## config.mk

```make
export PLATFORM = sky130hd
export DESIGN_NAME = instr_fetch
export DESIGN_NICKNAME = d
export VERILOG_FILES = /design/src/rtl/instr_fetch.sv
export SDC_FILE = /design/constraint.sdc
export NUM_CORES = 1
export LEC_CHECK = 0
export ABC_CLOCK_PERIOD_IN_PS = 3140
export CORE_MARGIN = 3
export CORE_UTILIZATION = 63
export DETAILED_ROUTE_END_ITERATION = 8
export DONT_BUFFER_PORTS = 1
export PLACE_DENSITY = 0.89
export SLEW_MARGIN = 20
export SYNTH_ARGS = -nofsm -noshare
export SYNTH_HDL_FRONTEND = slang
export SYNTH_SLANG_ARGS = --single-unit
export TNS_END_PERCENT = 10
```

## constraint.sdc

```tcl
create_clock -name clk -period 3.14 [get_ports clk]
set_input_delay 0.314 -clock clk [delete_from_list [all_inputs] [get_ports clk]]
set_output_delay 0.314 -clock clk [all_outputs]
set_load 0.02 [all_outputs]
```

## src/rtl/instr_fetch.sv

```systemverilog
// rtl/instr_fetch.sv - single-entry instruction fetch stage with redirect, misalign fault and optional static prediction
//
// Purpose:
//   Holds the program counter, reads a combinational instruction ROM and
//   presents one fetched entry at a time to decode through a valid/ready
//   handshake. Execute-stage redirects override everything and restart
//   fetch at the redirect target; a misaligned target yields a single
//   fault entry instead of an instruction, after which fetch stays idle
//   until the next redirect.
//
// Parameters:
//   RESET_PC      - first fetch address after reset
//
// Optional feature macro:
//   FETCH_PRED_EN - when defined, fetch predicts JAL and backward B-type
//                   branches taken and follows their targets; when not
//                   defined, fetch is strictly sequential and
//                   id_pred_taken is constant 0
//
// Ports:
//   clk           in   1  clock, all state on the rising edge
//   rst_n         in   1  asynchronous active-low reset
//   rom_addr      out 32  fetch address to the ROM (equals pc)
//   rom_ins       in  32  ROM data for rom_addr, same cycle
//   id_valid      out  1  id_* fields hold an entry
//   id_ready      in   1  decode accepts the entry this cycle
//   id_ins        out 32  fetched instruction (nop for a fault entry)
//   id_pc         out 32  address of id_ins
//   id_pred_taken out  1  fetch followed a predicted-taken target
//   id_misalign   out  1  entry is a misaligned-fetch fault
//   redirect      in   1  execute-stage redirect request
//   redirect_pc   in  32  redirect target

module instr_fetch #(
    parameter logic [31:0] RESET_PC = 32'h0000_0000
) (
    input  logic        clk,
    input  logic        rst_n,
    output logic [31:0] rom_addr,
    input  logic [31:0] rom_ins,
    output logic        id_valid,
    input  logic        id_ready,
    output logic [31:0] id_ins,
    output logic [31:0] id_pc,
    output logic        id_pred_taken,
    output logic        id_misalign,
    input  logic        redirect,
    input  logic [31:0] redirect_pc
);

    typedef enum logic [1:0] {
        ST_BOOT  = 2'd0,
        ST_FETCH = 2'd1,
        ST_FAULT = 2'd2
    } state_t;

    localparam logic [31:0] NOP_INS = 32'h0000_0013;

    state_t      state_q, state_d;
    logic [31:0] pc_q, pc_d;
    logic        id_valid_q, id_valid_d;
    logic [31:0] id_ins_q, id_ins_d;
    logic [31:0] id_pc_q, id_pc_d;
    logic        id_pred_taken_q, id_pred_taken_d;
    logic        id_misalign_q, id_misalign_d;
    // Set once the single fault entry has been produced so FAULT does not
    // emit a second one after decode accepts it.
    logic        fault_sent_q, fault_sent_d;

    logic        accept;
    logic [31:0] seq_pc;
    logic [31:0] next_pc;
    logic        pred_taken;

    assign accept = !id_valid_q || id_ready;
    assign seq_pc = pc_q + 32'd4;

`ifdef FETCH_PRED_EN
    logic [31:0] j_imm;
    logic [31:0] b_imm;
    logic        is_jal;
    logic        is_bwd_branch;

    assign j_imm = {{11{rom_ins[31]}}, rom_ins[31], rom_ins[19:12],
                    rom_ins[20], rom_ins[30:21], 1'b0};
    assign b_imm = {{19{rom_ins[31]}}, rom_ins[31], rom_ins[7],
                    rom_ins[30:25], rom_ins[11:8], 1'b0};

    assign is_jal        = (rom_ins[6:0] == 7'b1101111);
    // Only backward conditional branches are assumed taken (loop closers).
    assign is_bwd_branch = (rom_ins[6:0] == 7'b1100011) && rom_ins[31];

    always_comb begin
        next_pc    = seq_pc;
        pred_taken = 1'b0;
        if (is_jal) begin
            next_pc    = pc_q + j_imm;
            pred_taken = 1'b1;
        end else if (is_bwd_branch) begin
            next_pc    = pc_q + b_imm;
            pred_taken = 1'b1;
        end
    end
`else
    assign next_pc    = seq_pc;
    assign pred_taken = 1'b0;
`endif

    always_comb begin
        state_d         = state_q;
        pc_d            = pc_q;
        id_valid_d      = id_valid_q;
        id_ins_d        = id_ins_q;
        id_pc_d         = id_pc_q;
        id_pred_taken_d = id_pred_taken_q;
        id_misalign_d   = id_misalign_q;
        fault_sent_d    = fault_sent_q;

        if (redirect) begin
            // Redirect squashes whatever is held, in any state.
            id_valid_d   = 1'b0;
            pc_d         = redirect_pc;
            fault_sent_d = 1'b0;
            state_d      = (redirect_pc[1:0] != 2'b00) ? ST_FAULT : ST_FETCH;
        end else begin
            unique case (state_q)
                ST_BOOT: begin
                    state_d = ST_FETCH;
                end
                ST_FETCH: begin
                    if (accept) begin
                        id_valid_d      = 1'b1;
                        id_ins_d        = rom_ins;
                        id_pc_d         = pc_q;
                        id_pred_taken_d = pred_taken;
                        id_misalign_d   = 1'b0;
                        pc_d            = next_pc;
                    end
                end
                ST_FAULT: begin
                    if (accept) begin
                        if (!fault_sent_q) begin
                            id_valid_d      = 1'b1;
                            id_ins_d        = NOP_INS;
                            id_pc_d         = pc_q;
                            id_pred_taken_d = 1'b0;
                            id_misalign_d   = 1'b1;
                            fault_sent_d    = 1'b1;
                        end else begin
                            // Fault entry consumed: stay idle until redirect.
                            id_valid_d = 1'b0;
                        end
                    end
                end
                default: begin
                    state_d    = ST_BOOT;
                    id_valid_d = 1'b0;
                end
            endcase
        end
    end

    always_ff @(posedge clk or negedge rst_n) begin
        if (!rst_n) begin
            state_q         <= ST_BOOT;
            pc_q            <= RESET_PC;
            id_valid_q      <= 1'b0;
            id_ins_q        <= 32'h0000_0000;
            id_pc_q         <= 32'h0000_0000;
            id_pred_taken_q <= 1'b0;
            id_misalign_q   <= 1'b0;
            fault_sent_q    <= 1'b0;
        end else begin
            state_q         <= state_d;
            pc_q            <= pc_d;
            id_valid_q      <= id_valid_d;
            id_ins_q        <= id_ins_d;
            id_pc_q         <= id_pc_d;
            id_pred_taken_q <= id_pred_taken_d;
            id_misalign_q   <= id_misalign_d;
            fault_sent_q    <= fault_sent_d;
        end
    end

    assign rom_addr      = pc_q;
    assign id_valid      = id_valid_q;
    assign id_ins        = id_ins_q;
    assign id_pc         = id_pc_q;
    assign id_pred_taken = id_pred_taken_q;
    assign id_misalign   = id_misalign_q;

endmodule
```

==> impl_metrics.csv, run 1 <==
group,metric,value,unit
setup_path,worst_path_max_delay_cell,"or4_1",
setup_path,cp-end-kind,"flip-flop",
setup_path,critPathKind,"flip-flop to flip-flop",
final_layout,nets,508,
final_layout,syn2layout_area_growth,5.64,%
final_layout,antenna_cells,0,
yosys,yosysTopAreaCell,"dfrtp_1",
place,gp_congestion,0.733,
final_layout,fill_cells,534,
final_layout,layout-drive-gt1-share,0.129,
setup_path,path_cells,"inv_1 -> ha_1 -> nand2_2 -> or4_1 -> or4_1 -> a31oi_1",
yosys,synth-compound-area-share,0.120,
yosys,syn-cell-area,4620,sq um
place,dp_hpwl,7140,um
setup_path,worstPathRequired,3.42,ns
yosys,synthMuxAreaShare,0.0873,
setup_path,endpoint,"rom_addr[25]",
timing,max_slew_margin,0.475,
global_routing,grt_max_degree,102,
pwr,p_int,2310,uW
floorplanning,pin_count,167,
yosys,synth_edf_count,0,
timing,min_period_over_period,0.818,
clock_network,clockBufferDepth,2,
clock_network,numCtsBuffers,9,
yosys,synth_fa_ha_area_frac,0.0108,
routing,vias,3345,
setup_path,reg2reg_depth,6,
timing,finalCriticalPeriod,2.57,ns
setup_path,r2r_slack,0.57,ns
yosys,seq_area_frac_synth,0.548,
pwr,pwr-share-comb,0.152,
global_routing,gr-usage-all-layers,0.249,
routing,wl_per_cell,18.9,um
floorplanning,coreArea,6940,sq um
routing,viasPerCell,6.23,
setup_path,critPathLaunchType,"flip-flop",
yosys,synthCells,450,
global_routing,gr-total-overflow,0,
setup_path,critPathMaxFanout,22,
yosys,yosysTopAreaCellShare,0.548,
yosys,yosys_warnings,0,
yosys,synth_top_family_by_area,"simple AND/OR/NAND/NOR gates",
yosys,synth_ff_type,"dfrtp_1",
timing,hold_viol_final,0,
timing,fmax,0.390,GHz
hold_path,hold_path.class,"input pin to flip-flop",
yosys,synthDistinctLibCells,41,
routing,drt_pass1_iterations,5,
setup_path,path_depth,6,
setup_path,r2r-end,"rom_addr[25]",
outcome,outcome,"complete, no violations",
routing,drt-initial-drc-count,177,
yosys,synth_xor_xnor_area_share,0.0133,
yosys,avgSynthCellArea,10.3,sq um
timing,finalSetupTns,0,ns
setup_path,crit_start,"state_q[1]",
clock_network,clockRootBuffer,"clkbuf_8",
pwr,leakage,0.00196,uW
place,io_buffers,0,
yosys,async_flop_share,1.00,
timing,clock_skew,0.00824,ns
timing,setup_viol,0,
routing,totalWireLength,10200,um
run,drv_cap,0,
routing,drc,0,
floorplanning,num_rows,30,
setup_path,critPathBufInv,1,
floorplanning,die_w,91.6,um
timing,final_max_slew_viol_count,0,
pwr,pwr-share-clk,0.208,
yosys,synthTopCellsByArea,"dfrtp_1 55%, mux2_2 8.3%, o21ai_0 5.0%",
pwr,peakVddDrop,0.000437,V
pwr,powerDensity,776,nW/um^2
yosys,syn_nets,522,
clock_network,cts_tree,"built",
setup_path,worstPathArrival,2.85,ns
pwr,sw_frac_of_total,0.389,
pwr,switching_power,1470,uW
floorplanning,die_area,8390,sq um
global_routing,grt_pass1_vias,3346,
timing,grt_setup_unrepaired,"no",
clock_network,clkLatencyLatePin,0.35,ns
clock_network,htreeDepth,3,
clock_network,cts_sinks,101,
global_routing,antenna_found_initial,0,
setup_path,critPathTopFamily,"simple AND/OR/NAND/NOR gates",
setup_path,max_stage_delay,0.85,ns
routing,antenna_left,0,
yosys,synth_most_common_cell,"dfrtp_1",
timing,tightest_slew,0.787,ns
setup_path,r2r-start,"state_q[1]",
global_routing,grt_pass1_wl,16700,um
pwr,finalPower,3780,uW
setup_path,cp_common_cell,"or4_1",
pwr,pwr-share-seq,0.641,
yosys,yosys.area_share.simple,0.161,
floorplanning,die_h,91.6,um
yosys,yosys-top-cells-count,"101 x dfrtp_1, 46 x o21ai_0, 41 x nand3_1",
yosys,ys_ff_latch,101,
floorplanning,initial_utilization,0.665,
clock_network,clk_pin_slew_worst_paths,0.09,ns
[layout make-up]
| type | count | area, sq um | share of cell area |
|---|---|---|---|
| inverters | 35 | 131 | 0.0269 |
| repair buffers | 5 | 75.1 | 0.0154 |
| multi-input cells | 284 | 1830 | 0.375 |
| clock buffers | 10 | 128 | 0.0262 |
| clock inverters | 6 | 63.8 | 0.0131 |
| well taps | 96 | 120 | 0.0246 |
| flip-flops and latches | 101 | 2530 | 0.518 |
[sequential cells by signal, indices dropped and copies added, names as in the netlist]
| signal | count |
|---|---|
| id_pc | 32 |
| id_valid | 1 |
| id_ins | 32 |
| state_q | 2 |
| fault_sent_q | 1 |
| rom_addr | 32 |
| id_misalign | 1 |
[routing by layer]
layer | global-route usage | up-vias | wire, um
li1 | - | 1565 | -
met4 | 0.0666 | 0 | 134
met5 | 0 | - | 0
met1 | 0.305 | 1622 | 3900
met2 | 0.419 | 142 | 5200
met3 | 0.0870 | 16 | 921
[placed cells by master, fill, tap and decap left out, types with 4 or more instances in the layout]
master,n
or3_1,6
a31oi_1,18
or4_1,13
a21oi_1,8
mux2_2,34
ha_1,4
nand4_1,6
nand3_1,41
o31a_1,4
o31ai_1,11
nand2_1,25
xnor2_1,5
inv_1,35
nor2_1,27
clkbuf_8,9
o21ai_0,46
dfrtp_1,101
nor4_1,6
[worst register-to-register path: cells and delay by family, from the launching register on]
| kind | cells | cell delay, ns |
|---|---|---|
| AOI/OAI and AO/OA | 1 | 0.17 |
| adders and majority gates | 1 | 0.26 |
| buffers and inverters | 1 | 0.09 |
| DFF | 1 | 0.41 |
| and+or+nand+nor | 3 | 1.56 |
[worst min path at each step]
stage / startpoint / end / cells past startpoint
after floorplan: rst_n / fault_sent_q / 0
after global placement: rst_n / rom_addr[26] / 0
after detailed placement: rst_n / id_pc[25] / 0
after CTS: redirect / id_valid / 1
after global routing: redirect / fault_sent_q / 1
final: redirect / fault_sent_q / 1
[stage by stage]
stage,worst slack [ns],std cells,utilization,hold slack [ns],cell area (sq um)
finish,0.573,537,0.702,0.0280,4880
global route,0.391,537,0.702,0.00172,4880
CTS,0.569,536,0.701,0.000602,4870
detailed placement,0.591,518,0.668,0.0208,4640
global placement,0.697,518,0.668,0.0207,4640
floorplan,0.915,450,-,0.0184,4620
[what timing repair did]
item                      CTS  global route
hold buffers                2             1
gates resized for setup     0             0
hold endpoints to repair  101             1
setup buffers               0             0
[cells by family after synthesis]
family,Yosys count
simple gates,143
other cells,1
flops,101
fa+ha+maj,4
buf+inv,65
xor+xnor,7
compound gates,93
mux,36
[power groups by stage]
stage	logic, uW	registers [uW]	clock network, uW
finish	574	2420	786
detailed placement	548	2450	0
floorplan	473	2350	0
global route	666	2470	868
CTS	580	2430	811
global placement	511	2430	0
Note: power is estimated with default switching activity, not from simulation.
==> inputs of run 2 (changes only) <==
- ABC_CLOCK_PERIOD_IN_PS: 3140 -> 2250
- CORE_UTILIZATION: 63 -> 57
- PLACE_DENSITY: 0.89 -> 0.85
- clock period: 3.14 -> 2.25 ns (I/O delays scaled with it)
==> run 2 against run 1 <==
The flow now finishes with violations (negative hold slack). Sequential power grew 36%. Die area grew 9.8%. Design area grew 9.2%. Critical endpoint is now rom_addr[18]. Largest cell class unchanged. Largest power group unchanged.
==> impl_metrics.csv, run 2 (same netlist as run 1, synthesis figures left out) <==
group,metric,value,unit
global_routing,grt_max_degree,102,
timing,grt_setup_unrepaired,"no",
pwr,powerDensity,1030,nW/um^2
setup_path,path_cells,"inv_1 -> ha_1 -> nand2_2 -> or4_4 -> or4_4 -> a31oi_1",
timing,fmax,0.463,GHz
setup_path,critPathMaxFanout,21,
place,dp_hpwl,7800,um
setup_path,cp_common_cell,"or4_4",
final_layout,final_common_cell,"dfrtp_1",
final_layout,final_cell_mix,"101 x dfrtp_1, 46 x o21ai_0, 41 x nand3_1",
final_layout,layout-drive-gt1-share,0.179,
routing,drt_pass1_iterations,4,
pwr,pwr-share-comb,0.182,
routing,drt-initial-drc-count,246,
floorplanning,coreArea,7810,sq um
routing,vias,3637,
setup_path,worstPathArrival,2.46,ns
setup_path,critPathKind,"flip-flop to flip-flop",
clock_network,htreeDepth,3,
timing,clock_skew,0.0143,ns
clock_network,numCtsBuffers,9,
final_layout,nets,558,
pwr,peakVddDrop,0.000560,V
floorplanning,die_w,96.0,um
setup_path,max_stage_delay,0.61,ns
timing,tightest_slew,0.853,ns
timing,final_max_slew_viol_count,0,
final_layout,stdcell_count,593,
setup_path,worstPathRequired,2.55,ns
pwr,sw_frac_of_total,0.390,
setup_path,critPathLaunchType,"flip-flop",
clock_network,clockRootBuffer,"clkbuf_8",
place,post-place-cells,553,
timing,setup_viol,0,
clock_network,cts_tree,"built",
outcome,outcome,"finished, violations left",
timing,hold_ws,-0.467,ns
routing,totalWireLength,11400,um
hold_path,hold_path.class,"input pin to async pin",
setup_path,cp-end-kind,"flip-flop",
setup_path,critPathBufInv,1,
timing,max_slew_margin,0.429,
pwr,pwr-share-clk,0.216,
clock_network,clk_pin_slew_worst_paths,0.10,ns
global_routing,grt_pass1_vias,3411,
outcome,violations,"negative hold slack",
final_layout,antenna_cells,0,
pwr,p_int,3340,uW
timing,min_period_over_period,0.961,
timing,hold_viol_final,101,
floorplanning,die_area,9210,sq um
clock_network,clockBufferDepth,2,
floorplanning,die_h,96.0,um
clock_network,clkLatencyLatePin,0.37,ns
setup_path,worst_path_max_delay_cell,"or4_4",
setup_path,r2r-start,"state_q[1]",
global_routing,gr-usage-all-layers,0.239,
setup_path,critPathTopFamily,"simple AND/OR/NAND/NOR gates",
global_routing,gr-total-overflow,0,
place,io_buffers,0,
global_routing,grt_pass1_wl,16800,um
setup_path,crit_start,"state_q[1]",
run,drv_cap,0,
pwr,leakage,0.00220,uW
clock_network,cts_setup_buffers,0,
pwr,pwr-share-seq,0.602,
final_layout,syn2layout_area_growth,15.4,%
floorplanning,num_rows,32,
pwr,switching_power,2130,uW
floorplanning,pin_count,167,
routing,drc,0,
place,gp_congestion,0.798,
routing,antenna_left,0,
global_routing,antenna_found_initial,0,
routing,wl_per_cell,19.2,um
timing,finalCriticalPeriod,2.16,ns
clock_network,cts_sinks,101,
timing,finalSetupTns,0,ns
floorplanning,initial_utilization,0.591,
routing,viasPerCell,6.13,
[run 2: cell count changes in the layout (fill, tap and decap cells not counted), sizes merged]
cell	change
inv	+2
buf	+28
dlygate4sd3	+22
clkinv	+1
clkbuf	-1
clkinvlp	-2
[run 2: path summary, 6_finish.rpt]
kind	endpoint	slack, ns	cells past startpoint
max reg2reg	rom_addr[18]	0.09	6
max	rom_addr[18]	0.09	6
min	id_pc[22]	-0.47	0
max in group asynchronous	rom_addr[4]	2.58	0
min in group clk	id_ins[8]	0.01	2
min reg2reg	state_q[1]	0.61	2
[run 2: layer usage]
layer  routed length, um  track usage  vias up
met5                   0            0        -
met4                 153       0.0758        0
met3                1190       0.0813       20
met2                5530        0.401      181
met1                4530        0.289     1777
li1                    -            -     1659
[run 2: power groups by stage]
stage               Combinational, uW  Clock, uW  Sequential (uW)
floorplan                         660          0             3270
global placement                  889          0             3310
detailed placement                948          0             3330
CTS                               986       1200             3300
global route                     1110       1290             3370
finish                            994       1180             3290
[run 2: area by class of cell]
cell class,instances,area (sq um)
clock inverter,7,82.6
inverter,35,131
timing repair buffer,55,493
fill,553,2480
tap,102,128
multi-input combinational,284,1840
clock buffer,9,124
sequential,101,2530
[run 2: worst reg2reg max path: cells and delay by family, from the launching register on]
family / cells / cell delay, ns
buffers and inverters: 1 / 0.09
flip-flops: 1 / 0.41
AND/OR/NAND/NOR: 3 / 1.22
AO/OA/AOI/OAI: 1 / 0.19
adder cells (fa/ha/maj): 1 / 0.18
[run 2: repair_timing]
action,in CTS,in global routing
endpoints found under the setup margin,0,10
hold buffers,18,6
hold endpoints to repair,124,106
gates resized for setup,0,4
[run 2: per-stage QoR]
| step | power (uW) | area, sq um | hold slack, ns | setup slack, ns | utilization |
|---|---|---|---|---|---|
| 5_1_grt | 5760 | 5330 | -0.496 | 0.00261 | 0.682 |
| 2_1_floorplan | 3930 | 4620 | -0.0706 | 0.0252 | - |
| 4_1_cts | 5480 | 5250 | -0.474 | 0.0742 | 0.672 |
| 6_report | 5470 | 5330 | -0.467 | 0.0879 | 0.682 |
| 3_5_place_dp | 4280 | 4860 | -0.0690 | 0.0854 | 0.623 |
| 3_3_place_gp | 4200 | 4860 | -0.0687 | 0.156 | 0.623 |
